==> src/rtl/bcd2bin_seq.sv <==
// Multi-cycle packed-BCD to unsigned binary converter (reverse double-dabble).
// One conversion at a time; start/busy/done handshake, err flags digits above 9.
module bcd2bin_seq #(
  parameter int DIGITS = 2,
  parameter int N      = 7
) (
  input  logic                  clk,
  input  logic                  reset,
  input  logic                  start,
  input  logic [4*DIGITS-1:0]   bcd_in,
  output logic                  busy,
  output logic                  done,
  output logic [N-1:0]          binary,
  output logic                  err
);

  localparam int DW = 4 * DIGITS;
  localparam int CW = $clog2(N + 1);

  typedef enum logic [1:0] {IDLE, SHIFT, DONE} state_t;

  state_t          state_reg, state_next;
  logic [DW-1:0]   digit_reg, digit_next;
  logic [N-1:0]    result_reg, result_next;
  logic [CW-1:0]   count_reg, count_next;
  logic [N-1:0]    binary_reg, binary_next;
  logic            err_reg, err_next;

  logic [DW+N-1:0] shifted;
  logic [DW-1:0]   digit_adj;
  logic [DIGITS-1:0] bad_digit;
  logic            any_bad;

  // Digit LSB falls into the result MSB as one concatenated shift.
  assign shifted = {digit_reg, result_reg} >> 1;

  generate
    for (genvar gi = 0; gi < DIGITS; gi++) begin : g_digit
      logic [3:0] d;
      assign d = shifted[N + 4*gi +: 4];
      assign digit_adj[4*gi +: 4] = (d >= 4'd8) ? (d - 4'd3) : d;
      assign bad_digit[gi] = (bcd_in[4*gi +: 4] > 4'd9);
    end
  endgenerate

  assign any_bad = |bad_digit;

  always_comb begin
    state_next  = state_reg;
    digit_next  = digit_reg;
    result_next = result_reg;
    count_next  = count_reg;
    binary_next = binary_reg;
    err_next    = err_reg;
    case (state_reg)
      IDLE: begin
        if (start) begin
          digit_next  = bcd_in;
          result_next = '0;
          count_next  = '0;
          err_next    = 1'b0;
          if (any_bad) begin
            err_next    = 1'b1;
            binary_next = '0;
            state_next  = DONE;
          end else begin
            state_next  = SHIFT;
          end
        end
      end
      SHIFT: begin
        digit_next  = digit_adj;
        result_next = shifted[N-1:0];
        count_next  = count_reg + 1'b1;
        if (count_reg == CW'(N - 1)) begin
          binary_next = shifted[N-1:0];
          state_next  = DONE;
        end
      end
      DONE: begin
        state_next = IDLE;
      end
      default: begin
        state_next = IDLE;
      end
    endcase
  end

  always_ff @(posedge clk) begin
    if (reset) begin
      state_reg  <= IDLE;
      digit_reg  <= '0;
      result_reg <= '0;
      count_reg  <= '0;
      binary_reg <= '0;
      err_reg    <= 1'b0;
    end else begin
      state_reg  <= state_next;
      digit_reg  <= digit_next;
      result_reg <= result_next;
      count_reg  <= count_next;
      binary_reg <= binary_next;
      err_reg    <= err_next;
    end
  end

  // A valid input must have drained every digit into the result by the last step.
  always @(posedge clk) begin
    if (!reset && state_reg == SHIFT && count_reg == CW'(N - 1))
      assert (digit_adj == '0);
  end

  assign busy   = (state_reg == SHIFT);
  assign done   = (state_reg == DONE);
  assign binary = binary_reg;
  assign err    = err_reg;

endmodule

==> config.mk <==
export PLATFORM = sky130hd
export DESIGN_NAME = bcd2bin_seq
export DESIGN_NICKNAME = d
export VERILOG_FILES = /design/src/rtl/bcd2bin_seq.sv
export SDC_FILE = /design/constraint.sdc
export NUM_CORES = 1
export LEC_CHECK = 0
export ABC_AREA = 1
export BUFFER_PORTS_ARGS = -buffer_cell sky130_fd_sc_hd__buf_2
export CORE_MARGIN = 1.5
export CORE_UTILIZATION = 58
export DETAILED_ROUTE_END_ITERATION = 10
export PLACE_DENSITY = 0.9
export SLEW_MARGIN = 0
export SYNTH_ARGS = -nofsm -noshare
export SYNTH_HDL_FRONTEND = slang
export SYNTH_SLANG_ARGS = --single-unit
export TNS_END_PERCENT = 50
==> constraint.sdc <==
create_clock -name clk -period 2.7 [get_ports clk]
set_input_delay 0 -clock clk [delete_from_list [all_inputs] [get_ports clk]]
set_output_delay 0 -clock clk [all_outputs]
set_load 0.01 [all_outputs]
==> flow_metrics.env <==
export IMPL_synth_net_count=182
export IMPL_outcome="completed"
export IMPL_ios=21
export IMPL_clock_sinks=27
export IMPL_remaining_drc_errors=0
export IMPL_start_util_pct=63.1
export IMPL_skew_ns=0.00162
export IMPL_synth_flop_cell="dfxtp_1"
export IMPL_vdd_drop_max_v=0.000365
export IMPL_synthArstFlopShare_pct=0
export IMPL_grt_busiest_layer="met2"
export IMPL_holdWs_ns=0.0157
export IMPL_overflow=0
export IMPL_area_delta_synth_final_pct=15.6
export IMPL_grt_use_total_pct=24.1
export IMPL_grt_pass1_wl_um=4580
export IMPL_finalHoldViolations=0
export IMPL_critPathMaxStageDelay_ns=0.56
export IMPL_antenna_found_initial=0
export IMPL_syn_area_um2=1260
export IMPL_viasPerCell=5.27
export IMPL_slew_headroom_pct=57.1
export IMPL_synth_edf_count=0
export IMPL_timing_rr_end="binary[6]"
export IMPL_fmax_ghz=0.670
export IMPL_coreArea_um2=2000
export IMPL_fin_crit_ns=1.49
export IMPL_wl_per_cell_um=12.6
export IMPL_period_share_pct=55.2
export IMPL_path_cells="o21ai_2 > nor2_8 > nand2_4 > nand2_1 > nand2_1 > nor2_1"
export IMPL_crit_type="reg -> reg"
export IMPL_cp_required_ns=2.94
export IMPL_io_buffer_count=20
export IMPL_worstSetupEndpointType="register"
export IMPL_cp_depth=6
export IMPL_synth_yosys_warnings=0
export IMPL_yosysSeqAreaShare_pct=42.8
export IMPL_first_global_vias=1109
export IMPL_place_congestion=0.820
export IMPL_start_kind="register"
export IMPL_critPathMostFrequentCell="nand2_1"
export IMPL_hold_path_depth=3
export IMPL_cts_buffers=3
export IMPL_root_buffer="clkbuf_4"
export IMPL_worst_slack_ns=1.21
export IMPL_die_h_um=49.7
export IMPL_cts_clk_slew_worst_paths_ns=0.14
export IMPL_die_area_um2=2470
export IMPL_grt_start_max_net_pins=17
export IMPL_clockBufferDepth=2
export IMPL_path_max_fanout=12
export IMPL_fin_util_pct=72.9
export IMPL_rsz0062_at_grt="no"
export IMPL_largest_reg_flops=8
export IMPL_crit_family="compound AO/OA/AOI/OAI gates"
export IMPL_ys_seq_elements=27
export IMPL_drt_iter0_drc=55
export IMPL_drtPass1Iterations=4
export IMPL_hold_path_class="in -> reg"
export IMPL_h_tree_depth=1
export IMPL_r2r_cells=6
export IMPL_routed_wl_um=2770
export IMPL_hpwl_um=1790
export IMPL_ant_nets=0
export IMPL_rrSetupSlack_ns=1.21
export IMPL_r2r_start="state_reg[0]"
export IMPL_finalSetupViolCount=0
export IMPL_gr_usage_met1_pct=29.6
export IMPL_fp_dieW_um=49.7
export IMPL_power_density_nw_per_um2=561
export IMPL_critPathCapture="binary[6]"
export IMPL_synth_area_per_cell_um2=7.56
export IMPL_worst_path_buf_inv=0
export IMPL_worst_pin_slew_ns=0.643
export IMPL_diodes=0
export IMPL_layout_nets=209
export IMPL_row_count=16
export IMPL_crit_start="state_reg[0]"
export IMPL_tritoncts="yes"
export IMPL_drive_gt1_share_pct=17.1
export IMPL_insertion_delay_ns=0.33
export IMPL_grt_use_met2_pct=41.6
export IMPL_postCtsSetupRepairBufs=0
export IMPL_ys_types=25
export IMPL_cap_violations=0
export IMPL_place_ws_ns=1.23
export IMPL_crit_arrival_ns=1.73
export IMPL_postSynthCellCount=167
export IMPL_slowest_stage="o21ai_2"
export IMPL_grt_use_met3_pct=3.03
export IMPL_via_count=1160
export IMPL_finalSetupTns_ns=0
export IMPL_power_leakage_nw=0.684
export IMPL_report_final_slew_viol_count=0
==> logic make-up after synthesis <==
kind of cell    count (synthesis)  synth area share (%)
simple gates                   72                  27.6
buf+inv                        24                  8.52
xor+xnor                        1                 0.694
fa+ha+maj                       4                  3.96
compound gates                 39                  16.5
flops                          27                  42.8
==> where the power goes <==
group          total [mW]  switching, mW  leakage (nW)  internal, mW
clock               0.177          0.119        0.0150        0.0580
sequential          0.451         0.0198         0.221         0.431
combinational       0.192          0.119         0.448        0.0725
==> tightest hold or removal path, delay by kind of cell <==
family / cells / cell delay, ns
compound gates: 2 / 0.23
buf+inv: 1 / 0.08
==> cells in the mapped netlist, types with 2 or more instances <==
master	instances	area [um2]
o21ai_1	2	10.0
nor2_1	16	60.1
a21oi_1	22	110
nand2_1	39	146
inv_1	17	63.8
clkbuf_1	2	7.51
nand3_1	8	40.0
dfxtp_1	27	541
nor2_8	2	40.0
o21ai_0	10	50.1
ha_1	4	50.1
buf_4	2	15.0
a31oi_1	3	18.8
nand2_4	2	22.5
==> stage by stage <==
| stage | total power [mW] | area (um2) | cells |
|---|---|---|---|
| floorplan | 0.594 | 1260 | 167 |
| global placement | 0.632 | 1360 | 209 |
| detailed placement | 0.641 | 1360 | 209 |
| CTS | 0.816 | 1460 | 220 |
| global route | 0.859 | 1460 | 220 |
| finish | 0.819 | 1460 | 220 |
==> worst min-delay path by stage <==
stage	start	end	slack, ns
6_report	bcd_in[0]	digit_reg[0]	0.02
2_1_floorplan	reset	result_reg[6]	0.07
3_3_place_gp	bcd_in[4]	digit_reg[4]	0.27
3_5_place_dp	bcd_in[4]	digit_reg[4]	0.28
4_1_cts	bcd_in[0]	digit_reg[0]	0.01
5_1_grt	bcd_in[0]	digit_reg[0]	0.04
==> layer usage <==
layer / routed length, um / share of wire (%) / vias to the layer above
li1: - / - / 594
met1: 1250 / 45 / 525
met2: 1330 / 48 / 34
met3: 130 / 4.7 / 7
met4: 65 / 2.3 / 0
met5: 0 / 0 / -
==> layout by cell type, fill, tap and decap left out, types with 2 or more instances in the layout <==
master         synthesis  routed
inv_1                 17      17
nor2_8                 2       2
dfxtp_1               27      27
a31oi_1                3       3
dlygate4sd3_1          0       7
nand2_1               39      39
nand3_1                8       8
clkbuf_4               0       3
ha_1                   4       4
o21ai_0               10      10
nor2_1                16      16
a21oi_1               22      22
o21ai_1                2       2
nand2_4                2       2
buf_2                  0      20
==> timing repair <==
action                    CTS  global route
resized for setup           0             0
hold buffers                7             0
hold endpoints to repair    7             0
==> cell type report <==
cell class | count | area (um2)
fill | 150 | 543
clock buffer | 4 | 26.3
inverter | 19 | 73.8
multi-input combinational | 116 | 614
tap | 27 | 33.8
timing repair buffer | 27 | 170
sequential | 27 | 541
Power figures use the tool's default switching activity.
